File: src/rtl/vram_slot_arbiter.sv
// Time-slot arbiter sharing a single-port VRAM between ULA video fetch and the Z80 CPU.
// Each tick advances the slot counter and may grant one three-cycle access: ADDR, DATA, ACK.
module vram_slot_arbiter #(
  parameter int unsigned ADDR_BITS = 14,
  parameter int unsigned DATA_BITS = 8,
  parameter int unsigned SLOT_BITS = 3,
  parameter int unsigned SLOT_MOD  = 8,
  parameter int unsigned VID_SLOTS = 4
) (
  input  logic                 clk,
  input  logic                 reset,
  input  logic                 tick,
  input  logic                 display_active,
  input  logic                 vid_req,
  input  logic [ADDR_BITS-1:0] vid_addr,
  output logic                 vid_ack,
  output logic [DATA_BITS-1:0] vid_data,
  input  logic                 cpu_req,
  input  logic                 cpu_we,
  input  logic [ADDR_BITS-1:0] cpu_addr,
  input  logic [DATA_BITS-1:0] cpu_wdata,
  output logic                 cpu_ack,
  output logic [DATA_BITS-1:0] cpu_rdata,
  output logic                 cpu_wait,
  output logic [ADDR_BITS-1:0] mem_addr,
  output logic                 mem_we,
  output logic [DATA_BITS-1:0] mem_wdata,
  input  logic [DATA_BITS-1:0] mem_rdata,
  output logic [SLOT_BITS-1:0] slot
);

  localparam logic [1:0] StIdle = 2'd0;
  localparam logic [1:0] StAddr = 2'd1;
  localparam logic [1:0] StData = 2'd2;
  localparam logic [1:0] StAck  = 2'd3;

  localparam logic OwnVid = 1'b0;
  localparam logic OwnCpu = 1'b1;

  logic [1:0]           state_q, state_d;
  logic                 owner_q, owner_d;
  logic [ADDR_BITS-1:0] addr_q, addr_d;
  logic                 we_q, we_d;
  logic [DATA_BITS-1:0] wdata_q, wdata_d;
  logic [SLOT_BITS-1:0] slot_q, slot_d;
  logic [DATA_BITS-1:0] vid_data_q, vid_data_d;
  logic [DATA_BITS-1:0] cpu_rdata_q, cpu_rdata_d;

  logic [SLOT_BITS-1:0] slot_n;
  logic                 in_vid_window;
  logic                 grant_vid;
  logic                 grant_cpu;

  always_comb begin
    slot_n = (slot_q == SLOT_BITS'(SLOT_MOD - 1)) ? '0 : slot_q + 1'b1;
    in_vid_window = display_active && (slot_n < SLOT_BITS'(VID_SLOTS));
    // Video wins its window; CPU may steal an unused video slot. In blanking, CPU has priority.
    grant_vid = in_vid_window ? vid_req : (!display_active && !cpu_req && vid_req);
    grant_cpu = in_vid_window ? (!vid_req && cpu_req) : cpu_req;
  end

  always_comb begin
    state_d     = state_q;
    owner_d     = owner_q;
    addr_d      = addr_q;
    we_d        = we_q;
    wdata_d     = wdata_q;
    vid_data_d  = vid_data_q;
    cpu_rdata_d = cpu_rdata_q;
    slot_d      = tick ? slot_n : slot_q;

    unique case (state_q)
      StIdle: begin
        if (tick && (grant_vid || grant_cpu)) begin
          state_d = StAddr;
          owner_d = grant_cpu ? OwnCpu : OwnVid;
          addr_d  = grant_cpu ? cpu_addr : vid_addr;
          we_d    = grant_cpu && cpu_we;
          wdata_d = cpu_wdata;
        end
      end
      StAddr: state_d = StData;
      StData: begin
        state_d = StAck;
        if (owner_q == OwnCpu) begin
          cpu_rdata_d = mem_rdata;
        end else begin
          vid_data_d = mem_rdata;
        end
      end
      StAck:   state_d = StIdle;
      default: state_d = StIdle;
    endcase
  end

  always_ff @(posedge clk or posedge reset) begin
    if (reset) begin
      state_q     <= StIdle;
      owner_q     <= OwnVid;
      addr_q      <= '0;
      we_q        <= 1'b0;
      wdata_q     <= '0;
      slot_q      <= '0;
      vid_data_q  <= '0;
      cpu_rdata_q <= '0;
    end else begin
      state_q     <= state_d;
      owner_q     <= owner_d;
      addr_q      <= addr_d;
      we_q        <= we_d;
      wdata_q     <= wdata_d;
      slot_q      <= slot_d;
      vid_data_q  <= vid_data_d;
      cpu_rdata_q <= cpu_rdata_d;
    end
  end

  // Bus is parked at address 0 with no write whenever no access is in its ADDR/DATA phase.
  always_comb begin
    mem_addr  = ((state_q == StAddr) || (state_q == StData)) ? addr_q : '0;
    mem_we    = (state_q == StAddr) && we_q;
    mem_wdata = ((state_q == StAddr) && (owner_q == OwnCpu)) ? wdata_q : '0;
    vid_ack   = (state_q == StAck) && (owner_q == OwnVid);
    cpu_ack   = (state_q == StAck) && (owner_q == OwnCpu);
    cpu_wait  = cpu_req && !cpu_ack;
    vid_data  = vid_data_q;
    cpu_rdata = cpu_rdata_q;
    slot      = slot_q;
  end

endmodule

File: config.mk
export PLATFORM = sky130hd
export DESIGN_NAME = vram_slot_arbiter
export DESIGN_NICKNAME = d
export VERILOG_FILES = /design/src/rtl/vram_slot_arbiter.sv
export SDC_FILE = /design/constraint.sdc
export NUM_CORES = 1
export LEC_CHECK = 0
export CORE_ASPECT_RATIO = 2
export CORE_UTILIZATION = 35
export DETAILED_ROUTE_END_ITERATION = 6
export HOLD_SLACK_MARGIN = 0.12
export PLACE_DENSITY_LB_ADDON = 0.3
export SLEW_MARGIN = 20
export SYNTH_ARGS = -nofsm -noshare
export SYNTH_HDL_FRONTEND = slang
export SYNTH_SLANG_ARGS = --single-unit
export TNS_END_PERCENT = 20
File: constraint.sdc
create_clock -name clk -period 2.86 [get_ports clk]
set_input_delay 0.286 -clock clk [delete_from_list [all_inputs] [get_ports clk]]
set_output_delay 0.286 -clock clk [all_outputs]
set_load 0.03 [all_outputs]
# After elaboration in Yosys (flattened, before gate mapping)
# Index checks and enable logic that the tools add are counted.
[totals] reg_bits=45 inputBits=51 output_inout_bits=45 word_cells=46
[op_classes] n_addsub=1 order_cmp=1 eq_ne=5 muxes=9 n_bitwise=1 n_reduce_logical=21
[op_table] operator="two-way mux 14 bit" count=2
[op_table] operator="logical AND 1 bit" count=11
[op_table] operator="two-way mux 8 bit" count=1
[op_table] operator="case mux 2 bit (4 select lines)" count=1
[op_table] operator="AND reduction 2 bit" count=3
[op_table] operator="equality test 2 bit (second input constant)" count=2
[op_table] operator="logical NOT 1 bit" count=4
[op_table] operator="adder 3 x 1 -> 3 bit (second input constant)" count=1
[op_table] operator="equality test 3 bit (second input constant)" count=1
[op_table] operator="< comparator 3 bit (second input constant)" count=1
[op_table] operator="two-way mux 1 bit" count=3
[op_table] operator="two-way mux 3 bit" count=1
[op_table] operator="equality test 2 x 1 -> 1 bit (second input constant)" count=1
[op_table] operator="logical NOT 2 bit" count=1
[op_table] operator="logical OR 1 bit" count=2
[op_table] operator="two-way mux 2 bit" count=1
[op_table] operator="!= test 2 bit (second input constant)" count=1
[op_table] operator="inverter 1 bit" count=1

# Longest topological paths before layout
# Gate-level depths: netlist of the first run.
[logic_depth] depth_word=9 depth_mapped=7 depth_no_buf=5

# Worst setup path before layout of the first run
# Ideal clock, no wire load.
[synth_path] path_type="register to register" from="reg slot_q[0], in the netlist slot[0]" to="reg addr_q[0]" setup_time_ns=0.125 arrival_ns=2.189 t_required_ns=2.735 setup_slack_ns=0.546 path_stages_with_launch=8 path_buffers=2 period_less_slack_ns=2.314 cell_sequence="dfrtp_1 > ha_1 > ha_1 > and3b_1 > or3b_1 > buf_6 > buf_8 > mux2_4"
[synth_between] elab_chain_cells=8 word_cells_on_any_way=11 cone_classes="1 x add/sub; 1 x order compare; 1 x eq/ne; 4 x mux; 4 x reduce/logical"
[synth_rtl] item="start, declared" line="45" source="logic [SLOT_BITS-1:0] slot_q, slot_d;"
[synth_rtl] item="start signal, assigned" line="112" source="slot_q <= slot_d;"
[synth_rtl] item="adder 3 x 1 -> 3 bit or equality test 3 bit (tied branches)" line="55" source="slot_n = (slot_q == SLOT_BITS'(SLOT_MOD - 1)) ? '0 : slot_q + 1'b1;"
[synth_rtl] item="two-way mux 3 bit (*)" line="55"
[synth_rtl] item="via slot_n[2]" line="49" source="logic [SLOT_BITS-1:0] slot_n;"
[synth_rtl] item="< comparator 3 bit (*)" line="56" source="in_vid_window = display_active && (slot_n < SLOT_BITS'(VID_SLOTS));"
[synth_rtl] item="logical AND 1 bit (*)" line="56"
[synth_rtl] item="two-way mux 1 bit (on tied branches)" line="58, 59"
[synth_rtl] item="logical OR 1 bit" line="74" source="if (tick && (grant_vid || grant_cpu)) begin"
[synth_rtl] item="logical AND 1 bit" line="74"
[synth_rtl] item="AND reduction 2 bit (no source line)"
[synth_rtl] item="end signal, assigned" line="109" source="addr_q <= addr_d;"
[synth_rtl] item="end, declared" line="42" source="logic [ADDR_BITS-1:0] addr_q, addr_d;"
# Mark *: on every way through the listed nets, which the timed path passes. The rest lies on a longest branch.
# A chain may end at the register's enable or synchronous reset.

# Final worst setup path of the first run
[layout_path] from="reg state_q[1]" to="out mem_addr[12]"
[layout_between] elab_chain_cells=3 word_cells_on_any_way=4 cone_classes="2 x eq/ne; 1 x mux; 1 x reduce/logical"
[layout_rtl] item="start, declared" line="40" source="logic [1:0] state_q, state_d;"
[layout_rtl] item="start signal, assigned" line="98" source="state_q <= StIdle;"
[layout_rtl] item="start signal, assigned" line="107" source="state_q <= state_d;"
[layout_rtl] item="equality test 2 x 1 -> 1 bit or equality test 2 bit (tied branches)" line="120" source="mem_addr = ((state_q == StAddr) || (state_q == StData)) ? addr_q : '0;"
[layout_rtl] item="logical OR 1 bit (*)" line="120"
[layout_rtl] item="two-way mux 14 bit (*)" line="120"
[layout_rtl] item="end, declared" line="25" source="output logic [ADDR_BITS-1:0] mem_addr,"
# Mark *: on every way between the ends. The rest lies on a longest branch, timed or not.

==> results of run 1 <==
## cell type report
class,instances,area (µm²)
fillers,663,3237
well taps,90,112.6
multi-input cells,145,1269
inverters,3,11.26
flip-flops and latches,45,1126
clock inverters,3,25.02
repair buffers,99,980.9
clock buffers,5,125.1
## worst max-delay path by stage
stage                    start           end  slack [ns]  depth (start not counted)
finish              state_q[1]  mem_addr[12]        0.36                          4
global route        state_q[1]   mem_addr[0]        0.22                          4
CTS                 state_q[1]  mem_addr[12]        0.31                          4
detailed placement     cpu_req    wdata_q[7]        0.36                          4
global placement       cpu_req       owner_q        0.41                          4
floorplan              slot[0]     addr_q[0]        0.55                          7
## kinds of logic (layout without fill, tap and decap cells)
logic type	after synthesis	count (layout)	share of synthesized area, %
and+or+nand+nor	77	77	19.54
muxes	45	45	23.25
DFF	45	45	45.20
buffers and inverters	17	110	3.867
AOI/OAI and AO/OA	16	16	4.620
adders and majority gates	7	7	3.516
## worst max-delay path, cell delays in order (launching register included)
cell,delay [ns]
dfrtp_1,0.39
inv_1,0.09
ha_1,0.55
and2_1,0.22
clkdlybuf4s50_1,0.67
## layout by cell type (no fill, tap or decap), types with 2 or more instances in the layout
master / Yosys / final
clkdlybuf4s50_1: 0 / 95
dfrtp_1: 45 / 45
mux2_1: 21 / 21
mux2_4: 20 / 20
nand2b_1: 16 / 16
and2_1: 16 / 16
nand2_1: 15 / 15
nand4b_1: 14 / 14
o211ai_1: 14 / 14
and3_1: 8 / 8
ha_1: 7 / 7
clkbuf_16: 0 / 5
buf_4: 0 / 4
and3b_1: 3 / 3
nor2b_1: 3 / 3
mux2i_1: 2 / 2
mux2_2: 2 / 2
inv_1: 3 / 2
## routing by layer
metal  GRT usage (%)  vias up
li1                -      912
met1           18.24      930
met2           33.40       67
met3           2.772        8
met4           8.194        0
met5               0        -
## registers in the layout (all words and copies together) (netlist names)
name,count
vid_data,8
wdata_q,8
state_q,2
slot,3
cpu_rdata,8
owner_q,1
addr_q,14
we_q,1
## metrics by stage
| stage | power [W] | std cells | utilization (%) |
|---|---|---|---|
| finish | 0.004127 | 390 | 53.00 |
| global route | 0.004371 | 390 | 53.00 |
| CTS | 0.004182 | 390 | 53.00 |
| detailed placement | 0.003589 | 382 | 50.82 |
| global placement | 0.003520 | 382 | 50.82 |
| floorplan | 0.002661 | 207 | - |
## power breakdown
part / internal [W] / switching [W] / total (W)
registers: 0.000961 / 0.000192 / 0.00115
logic: 0.00117 / 0.00123 / 0.00239
clock network: 0.000328 / 0.000252 / 0.000580
total: 0.00246 / 0.00167 / 0.00413
==> Flow_metrics.wiki, run 1 <==
{| class="wikitable"
! Metric !! Value
|-
| Worst max-slew margin expressed relative to the limit || between 30% and 40%
|-
| Area of the core region || 6887 µm²
|-
| Share of layout cells above drive strength 1 || 12.00%
|-
| Launching element type of the critical path || register
|-
| Via density || approximately 5
|-
| Total negative setup slack || 0 ns
|-
| Met3 routed wirelength || 310 µm
|-
| DRC violations left || 0
|-
| Leading register cell type out of synthesis || dfrtp_1
|-
| HPWL reported at the end of detailed placement || 4.677 mm
|-
| Class of the most critical setup path || register to output pin
|-
| Total non-filler cell area in the finished layout || 3650 µm²
|-
| Worst Reg-to-Reg Cells || 5
|-
| Part of the cycle the worst path needs || just under 90%
|-
| First-pass GRT wire length || 9.735 mm
|-
| Number of detailed-routing iterations run before antenna repair || 4
|-
| Count of routing violations after the opening detailed-route iteration || between 40 and 50
|-
| Detailed route wirelength on metal2 || 3.492 mm
|-
| I/O pin count || 96
|-
| Layout overhead on the synthesized area || 46.51%
|-
| Largest fanout on the critical path || 15
|-
| Post-synth EDFFs || 0
|-
| Mean instance size in the synthesized netlist || ~12 µm²
|-
| Top cell types by occurrence after synthesis || dfrtp_1 (45), mux2_1 (21), mux2_4 (20)
|-
| Endpoint with the worst hold slack || cpu_rdata[7]
|-
| Gr ovfl total || 0
|-
| Vertical extent of the die || 121.3 µm
|-
| Synthesized area || 2491 µm²
|-
| Post-route worst setup slack || 0.3553 ns
|-
| Static leakage power || 1.585 nW
|-
| Met1 routed wirelength after detailed routing || 2.186 mm
|-
| Die area || 7479 µm²
|-
| Most repeated cell in the gate-level netlist after synthesis || dfrtp_1
|-
| Class of the tightest hold or removal check || register to register
|-
| Routed wirelength normalized by instance count || 15.70 µm
|-
| Fin nets || between 300 and 400
|-
| Top sig layer || met4
|-
| Result of the run || complete, no violations
|-
| Fraction of post-synthesis cell area in the top cell type by area || a little under half
|-
| Clock buffers created by TritonCTS || 5
|-
| Yosys cell types || 23
|-
| Biggest area contributors in the synthesized netlist || dfrtp_1 (45%), mux2_4 (12%), mux2_1 (9.5%)
|-
| Post-cts repair resize count || 0
|-
| RR Endpoint || wdata_q[7]
|-
| Pre-CTS WS || 0.3636 ns
|-
| Tot GR Track Use || 17.96%
|-
| Worst R2R Setup Slack || roughly 0.38 ns
|-
| Final Max Tran Viols || 0
|-
| Maximum clock frequency || 399.2 MHz
|-
| Routability cong. || around 0.67
|-
| Total of warnings raised by yosys || 0
|-
| Data arrival, critical path || 2.22 ns
|-
| Measured slew at the worst slew-check pin || 0.9063 ns
|-
| Cell accounting for the most synthesized area || dfrtp_1
|-
| Syn Inst Count || 207
|-
| Sequential fraction of the synthesis area || 45.20%
|-
| Die X-Extent || 61.66 µm
|-
| Endpoint class of the critical path || output pin
|-
| Crit path time final || approximately 2.5 ns
|-
| Final setup violation count || 0
|-
| Antenna diode count || 0
|-
| Drt total wl || 6.123 mm
|-
| Via count of the first global-routing pass || between 2k and 2.5k
|-
| Number of hold violations in the final report || 0
|-
| Clock Tree Root || clkbuf_16
|-
| Power density normalized to cell area || between 1000 and 1500 nW/µm²
|-
| Hold path start || cpu_rdata[7]
|-
| Maximum number of pins on one net before global-route repair || 46
|-
| Post-synthesis net count || about 270
|-
| Post-Route Hold Slack || 0.4894 ns
|-
| Via count of the routed design || 1917
|-
| Count of buffers added by post-CTS timing repair for setup || 0
|-
| Startpoint of the most critical register-to-register path || slot[0]
|-
| Setup repair after global routing missed its margin || no
|-
| Worst VDD drop || ~0.41 mV
|-
| Clock skew after layout || 0.006595 ns
|-
| Hold_buf cts || 0
|-
| Share of async-settable or async-resettable flops after synthesis || 100.0%
|-
| Port Buffer Count || 95
|-
| Starting utilization of the core area || 36.17%
|-
| Standard cell area after detailed placement || between 3000 and 4000 µm²
|-
| Clock tree buffer depth || 2
|-
| Level count of the clock H-tree || 2
|-
| TritonCTS clock tree || yes
|-
| Antenna violations before repair || 0
|-
| CTS sink cnt || 45
|-
| Standard-cell row count || 43
|-
| Count of nets left with antenna violations after detail routing || 0
|-
| Required time of the worst setup path || 2.57 ns
|-
| Worst skew pair latency || 0.29 ns
|-
| Worst hold path cell count || 1
|-
| Clock slew seen by the registers of the worst setup and hold paths || 0.07 ns
|-
| Number of violations of the max-capacitance limit || 0
|-
| Seq cells post-synth || 45
|}
Power figures use the tool's default switching activity.
==> inputs of run 2 (changes only) <==
Settings changed: CORE_MARGIN from default to 10, SKIP_CTS_REPAIR_TIMING from default to 1, SKIP_LAST_GASP from default to 1.
==> Flow_metrics.wiki, run 2 (synthesized netlist as in run 1, its figures left out) <==
{| class="wikitable"
! Metric !! Value
|-
| Commonest non-fill, non-tap cell in the layout || clkdlybuf4s50_1
|-
| Static leakage power || 1.598 nW (+0.80%)
|-
| Largest register by flop count || addr_q
|-
| Data arrival, critical path || 2.21 ns (about the same)
|-
| Number of detailed-routing iterations run before antenna repair || 4 (unchanged)
|-
| Die X-Extent || 79.66 µm (+29%)
|-
| Antenna violations before repair || 0 (unchanged)
|-
| Power density normalized to cell area || 1143 nW/µm² (+1.1%)
|-
| HPWL reported at the end of detailed placement || 5.104 mm (+9.1%)
|-
| Post-Route Hold Slack || 0.4823 ns (-0.007104 ns)
|-
| Clock buffers created by TritonCTS || 5 (unchanged)
|-
| Total negative setup slack || 0 ns (unchanged)
|-
| DRC violations left || 0 (unchanged)
|-
| Vertical extent of the die || 139.3 µm (+15%)
|-
| Measured slew at the worst slew-check pin || 0.9159 ns (+0.009619 ns)
|-
| Area of the core region || 6940 µm² (+0.78%)
|-
| Worst skew pair latency || 0.29 ns (about the same)
|-
| Ordered cell list for the critical path || inv_1 -> ha_1 -> and2_1 -> clkdlybuf4s50_1
|-
| TritonCTS clock tree || yes
|-
| Via density || 4.815 (-2.0%)
|-
| Count of routing violations after the opening detailed-route iteration || 68 (+55%)
|-
| Largest fanout on the critical path || 15 (unchanged)
|-
| Setup repair after global routing missed its margin || no
|-
| Port Buffer Count || 95 (unchanged)
|-
| Class of the tightest hold or removal check || register to register
|-
| Standard-cell row count || 43 (unchanged)
|-
| Buf/Inv on CP || 2 (unchanged)
|-
| Starting utilization of the core area || 35.89% (-0.28 points)
|-
| Gr ovfl total || 0 (unchanged)
|-
| Clock tree buffer depth || 2 (unchanged)
|-
| Tot GR Track Use || 11.82% (-6.1 points)
|-
| Clock skew after layout || 0.007190 ns (+0.0005950 ns)
|-
| Crit path time final || 2.495 ns (-0.009373 ns)
|-
| CP max-delay cell || clkdlybuf4s50_1
|-
| First-pass GRT wire length || 10.45 mm (+7.3%)
|-
| Worst VDD drop || 0.3682 mV (-9.9%)
|-
| Worst max-slew margin expressed relative to the limit || 38.85% (-0.64 points)
|-
| I/O pin count || 96 (unchanged)
|-
| Non-Filler Instances || 390 (unchanged)
|-
| Class of the most critical setup path || register to output pin
|-
| Drt total wl || 6.424 mm (+4.9%)
|-
| Share of layout cells above drive strength 1 || 12.00% (unchanged)
|-
| Number of flip-flops under the largest register name || 14 (unchanged)
|-
| Endpoint class of the critical path || output pin
|-
| Routability cong. || 0.7105 (+6.6%)
|-
| Final setup violation count || 0 (unchanged)
|-
| Layout overhead on the synthesized area || 47.56%
|-
| Routed wirelength normalized by instance count || 16.47 µm (+4.9%)
|-
| Delay-heaviest family, CP || buffers and inverters
|-
| Via count of the routed design || 1878 (-2.0%)
|-
| Level count of the clock H-tree || 2 (unchanged)
|-
| Fin nets || 357 (unchanged)
|-
| Via count of the first global-routing pass || 2099 (+3.0%)
|-
| Maximum number of pins on one net before global-route repair || 46 (unchanged)
|-
| Die area || 11100 µm² (+48%)
|-
| Launching element type of the critical path || register
|-
| Largest stage delay on the critical path || 0.69 ns (+0.02 ns)
|-
| Count of nets left with antenna violations after detail routing || 0 (unchanged)
|-
| Maximum clock frequency || 400.7 MHz (+0.38%)
|-
| Antenna diode count || 0 (unchanged)
|-
| Required time of the worst setup path || 2.57 ns (about the same)
|-
| Number of hold violations in the final report || 0 (unchanged)
|-
| Part of the cycle the worst path needs || 87.25% (-0.33 points)
|-
| Post-layout power || 0.004200 W (+1.8%)
|-
| Result of the run || complete, no violations
|-
| Number of violations of the max-capacitance limit || 0 (unchanged)
|-
| Final Max Tran Viols || 0 (unchanged)
|-
| CTS sink cnt || 45 (unchanged)
|-
| Clock slew seen by the registers of the worst setup and hold paths || 0.06 ns (about the same)
|-
| Placed Cells incl. Taps || 382 (unchanged)
|-
| Clock Tree Root || clkbuf_16
|-
| Most frequent cells in the layout || clkdlybuf4s50_1 (95), dfrtp_1 (45), mux2_1 (21)
|}
-- run 2: changes by cell type in the layout (fill, tap and decap cells not counted) --
cell       change
bufinv_16      +1
clkbuf_8       +1
clkinv_4       -1
inv_6          -1
-- run 2: worst paths after layout --
kind / start / endpoint / slack [ns] / cells past startpoint
worst max-delay path: state_q[1] / mem_addr[0] / 0.36 / 4
worst min-delay path: addr_q[13] / addr_q[13] / 0.48 / 1
worst max register to register: slot[0] / we_q / 0.42 / 5
worst min register to register: addr_q[13] / addr_q[13] / 0.48 / 1
max in group asynchronous: reset / cpu_rdata[2] / 1.76 / 2
min in group asynchronous: reset / vid_data[7] / 0.53 / 2
-- run 2: layout make-up --
class	count	area, µm²
Clock inverter	2	37.54
Fill cell	627	3264
Sequential cell	45	1126
Clock buffer	6	138.9
Inverter	3	11.26
Multi-Input combinational cell	145	1269
Tap cell	90	112.6
Timing Repair Buffer	99	980.9
-- run 2: per-layer routing --
layer | vias to the layer above | routed length (µm) | global-route usage (%)
met5 | - | 0 | 0
met4 | 0 | 181 | 6.078
met3 | 10 | 415 | 3.355
met2 | 67 | 3318 | 20.65
met1 | 889 | 2508 | 12.18
li1 | 912 | - | -
-- run 2: stage by stage --
step,util (%),setup WS (ns),instance area [µm²]
5_1_grt,52.97,0.2516,3676
6_report,52.97,0.3646,3676
3_3_place_gp,50.42,0.4063,3500
2_1_floorplan,-,0.5455,2491
3_5_place_dp,50.42,0.3772,3500
4_1_cts,52.97,0.3146,3676
-- run 2: report_power, final --
part / switching (W) / internal (W) / leakage [nW] / total [W]
Sequential: 0.000188 / 0.000961 / 0.535 / 0.00115
Clock: 0.000234 / 0.000436 / 0.0831 / 0.000670
Combinational: 0.00121 / 0.00117 / 0.980 / 0.00238
==> edit 1 (config.mk and constraints of run 1) <==
`cpu_rdata_q` no longer has a reset.
--- a/src/rtl/vram_slot_arbiter.sv
+++ b/src/rtl/vram_slot_arbiter.sv
@@ -103,5 +103,4 @@
       slot_q      <= '0;
       vid_data_q  <= '0;
-      cpu_rdata_q <= '0;
     end else begin
       state_q     <= state_d;
@@ -112,6 +111,9 @@
       slot_q      <= slot_d;
       vid_data_q  <= vid_data_d;
-      cpu_rdata_q <= cpu_rdata_d;
     end
+  end
+
+  always_ff @(posedge clk) begin
+    cpu_rdata_q <= cpu_rdata_d;
   end
 
Behaviour: differs if reset is asserted again (counterexample within 4 cycles, from zero or initial values and one cycle with reset high); with reset held inactive, the same outputs for 10 cycles.
==> edit 1 against run 1 <==
  * Setup slack gained 0.024 ns
  * Total power shrank 4.2%
  * Area after synthesis shrank 1.5%
  * Wire length shrank 7.6%
  * Critical endpoint is now mem_addr[5]
  * Final area grew 0.21%
  * Sequential cell count is the same
  * Fmax grew 0.98%
  * Hold slack lost 0.18 ns
  * Highest routed layer unchanged
  * First-iteration DRC count shrank 41%
  * Largest power group unchanged
==> edit 1: results (changes against run 1) <==
[run_status]
status = finished, final reports clean

[grt]
grt_max_degree = 30  ; -35%
grt_use_met2 = 0.311  ; -0.0229
grtUsageMet3 = 0.0246  ; -0.00312
grt_pass1_vias = 1952  ; -4.2%
grt_pass1_wl_um = 9290  ; -4.5%
grt_use_met1 = 0.180  ; -0.00194
gr-usage-all-layers = 0.172  ; -0.00782

[synth]
synth-edff-count = 8  ; +8
synth_common_cells = 37 x dfrtp_1, 20 x mux2_4, 17 x and2_1, 15 x nand2b_1
ys_async_sr_fraction = 0.822  ; -0.178
ys_types = 24  ; +4.3%
synth-seq-area-share = 0.475  ; +0.0230
synth_area_leaders = dfrtp_1 38%, mux2_4 12%, edfxtp_1 9.8%, mux2_1 6.0%, nand4b_1 5.0%
syn_nets = 257  ; -3.0%

[worst_hold_path]
hp-class = in -> async

[detailed_routing]
drtIter0Drc = 26  ; -41%
viasPerCell = 4.89  ; -0.62%
routed_wl_um = 5660  ; -7.6%
met2_length_um = 3210  ; -8.1%
wl_met1_um = 2010  ; -8.1%
dr_wl_met3_um = 270  ; -13%
top_layer = met4
drt-pass1-iter-count = 4  ; unchanged

[finish]
final_nets = 352  ; -1.4%
regMostFlops = addr_q
drive_gt1_frac = 0.125  ; +0.00542

[timing]
tightestPinTransition_ns = 0.730  ; -0.177 ns
fin_worst_skew_ns = 0.00399  ; -0.00260 ns
fin_hold_ws_ns = 0.311  ; -0.178 ns

[worst_setup_path]
crit_start = state_q[0]$_DFFE_PP0P_
endpoint = mem_addr[5]
cp.arrival_ns = 2.19  ; -0.03 ns
reg2reg_to = we_q$_DFFE_PP0P_
r2r_slack_ns = 0.68  ; +0.30 ns

[clock_tree]
clkLatencyLatePin_ns = 0.28

[place]
dpl.hpwl_um = 4500  ; -3.9%
dpl-instance-area_um2 = 3470  ; -0.79%
gp_congestion = 0.699  ; +4.9%

[pwr]
p_leak_uw = 0.00157  ; -1.2%
combinationalPowerShare = 0.545  ; -0.035
power.total_uw = 3950  ; -4.2%
ir_worst_vdd_v = 0.000461  ; +13%
p_sw_uw = 1480  ; -12%
seq-power_uw = 1120

edit 1: changes by cell type in the layout (fill, tap and decap cells not counted), moves of 3 or more:
| cell | delta |
|---|---|
| dfrtp_1 | -8 |
| edfxtp_1 | +8 |
| mux2_1 | -8 |
| buf_4 | +3 |
edit 1: cells by family (layout without fill, tap and decap cells):
group / Yosys count / in the layout / synth area share
simple gates: 77 / 77 / 0.199
flops: 45 / 45 / 0.475
mux: 37 / 37 / 0.199
buf+inv: 17 / 113 / 0.0438
compound gates: 16 / 16 / 0.0469
fa+ha+maj: 7 / 7 / 0.0357
edit 1: stage by stage:
step,setup WS (ns),utilization,cells
floorplan,0.547,-,199
global placement,0.677,0.520,375
detailed placement,0.650,0.520,375
CTS,0.340,0.548,383
global route,0.258,0.548,383
finish,0.379,0.548,383
edit 1: layout make-up:
class                   instances  area [um^2]
clock buffers                   6          150
clock inverters                 2         35.0
fillers                       622         3020
inverters                       3         11.3
multi-input cells             137         1180
flip-flops and latches         45         1170
well taps                      88          110
repair buffers                102         1000
==> edit 2 (config.mk and constraints of run 1) <==
Made on the original files. The parameter `SLOT_BITS` goes from 3 to 4.
--- a/src/rtl/vram_slot_arbiter.sv
+++ b/src/rtl/vram_slot_arbiter.sv
@@ -4,5 +4,5 @@
   parameter int unsigned ADDR_BITS = 14,
   parameter int unsigned DATA_BITS = 8,
-  parameter int unsigned SLOT_BITS = 3,
+  parameter int unsigned SLOT_BITS = 4,
   parameter int unsigned SLOT_MOD  = 8,
   parameter int unsigned VID_SLOTS = 4
Ports: changed (resized slot); port bits go from 96 to 97. No check against the original RTL was run, so the function may have changed too.
==> edit 2 against run 1 <==
  * Setup slack better by 0.082 ns
  * Combinational power down 4%
  * Final area down 6.1%
  * Wire length down 19%
  * Largest cell class is now flip-flops and latches
  * Total power down 2.4%
  * Non-clock buffer count down 2
  * Largest power group unchanged
  * Area after synthesis down 9.9%
  * Fmax up 3.4%
  * Synthesized cell count down 18%
  * Via count down 14%
  * Die area down 9.7%
  * Sequential cell count up 1
==> edit 2: results (changes against run 1) <==
[run_status]
status = finished, final reports clean

[detailed_routing]
viasPerCell = 4.64  ; -5.7%
routed_wl_um = 4940  ; -19%
drc = 0  ; unchanged
drtIter0Drc = 32  ; -27%
drt-pass1-iter-count = 3  ; -1

[grt]
grt_pass1_vias = 1794  ; -12%
antenna_found_initial = 0  ; unchanged
gr-usage-all-layers = 0.163  ; -0.0163
grt_max_degree = 47  ; +2.2%
grt_pass1_wl_um = 8050  ; -17%

[worst_setup_path]
critPathMaxStageDelay_ns = 0.68
cp.arrival_ns = 2.14  ; -0.08 ns
crit_family = buffers and inverters
path_max_fanout = 15  ; unchanged
slowest_stage = clkdlybuf4s50_1

[pwr]
p_leak_uw = 0.00148  ; -6.4%
clkPwrFrac = 0.137  ; -0.004
ir_worst_vdd_v = 0.000657  ; +61%
p_int_uw = 2430  ; -1.2%

[synth]
synthFlopType = dfrtp_1
synth-warning-count = 0  ; unchanged
synth_common_cells = 46 x dfrtp_1, 46 x mux2_2, 16 x and2_1
ys_async_sr_fraction = 1.00  ; unchanged
ys_types = 26  ; +13%
syn_avg_cell_area_um2 = 13.2  ; +9.7%
synth_area_leaders = dfrtp_1 51%, mux2_2 23%, mux2_4 5.4%, and2_1 4.5%, ha_1 3.3%
synth_compound_area_frac = 0.0307  ; -0.0156
synth_fa_ha_area_frac = 0.0334  ; -0.00171
synth-seq-area-share = 0.513  ; +0.0608
syn_nets = 227  ; -14%
synth_xor_area_frac = 0.00390  ; +0.00390
muxShareOfSynthArea = 0.293  ; +0.0607

[clock_tree]
htree_levels = 2  ; unchanged
cts_buffers = 5  ; unchanged
cts_setup_buffers = 0  ; unchanged
clkLatencyLatePin_ns = 0.28
post_cts_resized = 0  ; unchanged
cts.clk_slew.worst_paths_ns = 0.06
clockBufferDepth = 2  ; unchanged

[place]
gp_congestion = 0.789  ; +18%
dpl-instance-area_um2 = 3290  ; -6.1%
dpl.hpwl_um = 3760  ; -20%
dpl_worst_slack_ns = 0.612  ; +0.248 ns
io_buffers = 96  ; +1.1%

[worst_hold_path]
hp-class = in -> async

[timing]
setup_viol = 0  ; unchanged
fin_worst_skew_ns = 0.00558  ; -0.00101 ns
slew-limit-headroom = 0.470  ; +0.0749

[finish]
drive_gt1_frac = 0.239  ; +0.119
final_nets = 326  ; -8.7%
layout.cells.non_filler = 354  ; -9.2%
largest_reg_flops = 14  ; unchanged
diodes = 0  ; unchanged
regMostFlops = addr_q

edit 2: changes by cell type in the layout (fill, tap and decap cells not counted), sizes merged, moves of 2 or more:
cell    change
nand2b     -16
and3b       -3
mux2       +11
o21ai       +3
nand4b     -14
nor3        +2
buf         -3
nand2       -6
o211ai     -13
edit 2: path summary, 6_finish.rpt:
kind                                            endpoint  depth (start not counted)              startpoint  slack (ns)
max in group asynchronous       cpu_rdata[0]$_DFFE_PP0P_                          2                   reset        1.93
worst min register to register    addr_q[12]$_DFFE_PP0P_                          1  addr_q[12]$_DFFE_PP0P_        0.49
worst max-delay path                         mem_addr[6]                          4  state_q[0]$_DFFE_PP0P_        0.44
min in group clk                  addr_q[12]$_DFFE_PP0P_                          1  addr_q[12]$_DFFE_PP0P_        0.49
worst max register to register    wdata_q[4]$_DFFE_PP0P_                          6     slot[1]$_DFFE_PP0P_        0.62
worst min-delay path              wdata_q[3]$_DFFE_PP0P_                          2                   reset        0.45
edit 2: power groups by stage:
stage | registers [uW] | clock network (uW) | logic (uW)
3_5_place_dp | 1190 | 0 | 2340
4_1_cts | 1180 | 579 | 2340
3_3_place_gp | 1180 | 0 | 2310
2_1_floorplan | 1420 | 0 | 1190
5_1_grt | 1220 | 605 | 2460
6_report | 1170 | 553 | 2300
edit 2: final cells by class:
| class | count | area, um^2 |
|---|---|---|
| Clock buffer | 6 | 139 |
| Fill cell | 572 | 2830 |
| Inverter | 6 | 23.8 |
| Multi-Input combinational cell | 113 | 1040 |
| Sequential cell | 46 | 1150 |
| Tap cell | 86 | 108 |
| Timing Repair Buffer | 97 | 968 |
edit 2: routing by layer:
metal,up-vias,wire length (um),track usage
met5,-,0,0
met4,0,143,0.0810
met3,8,242,0.0360
met2,50,2840,0.313
met1,795,1720,0.156
li1,788,-,-
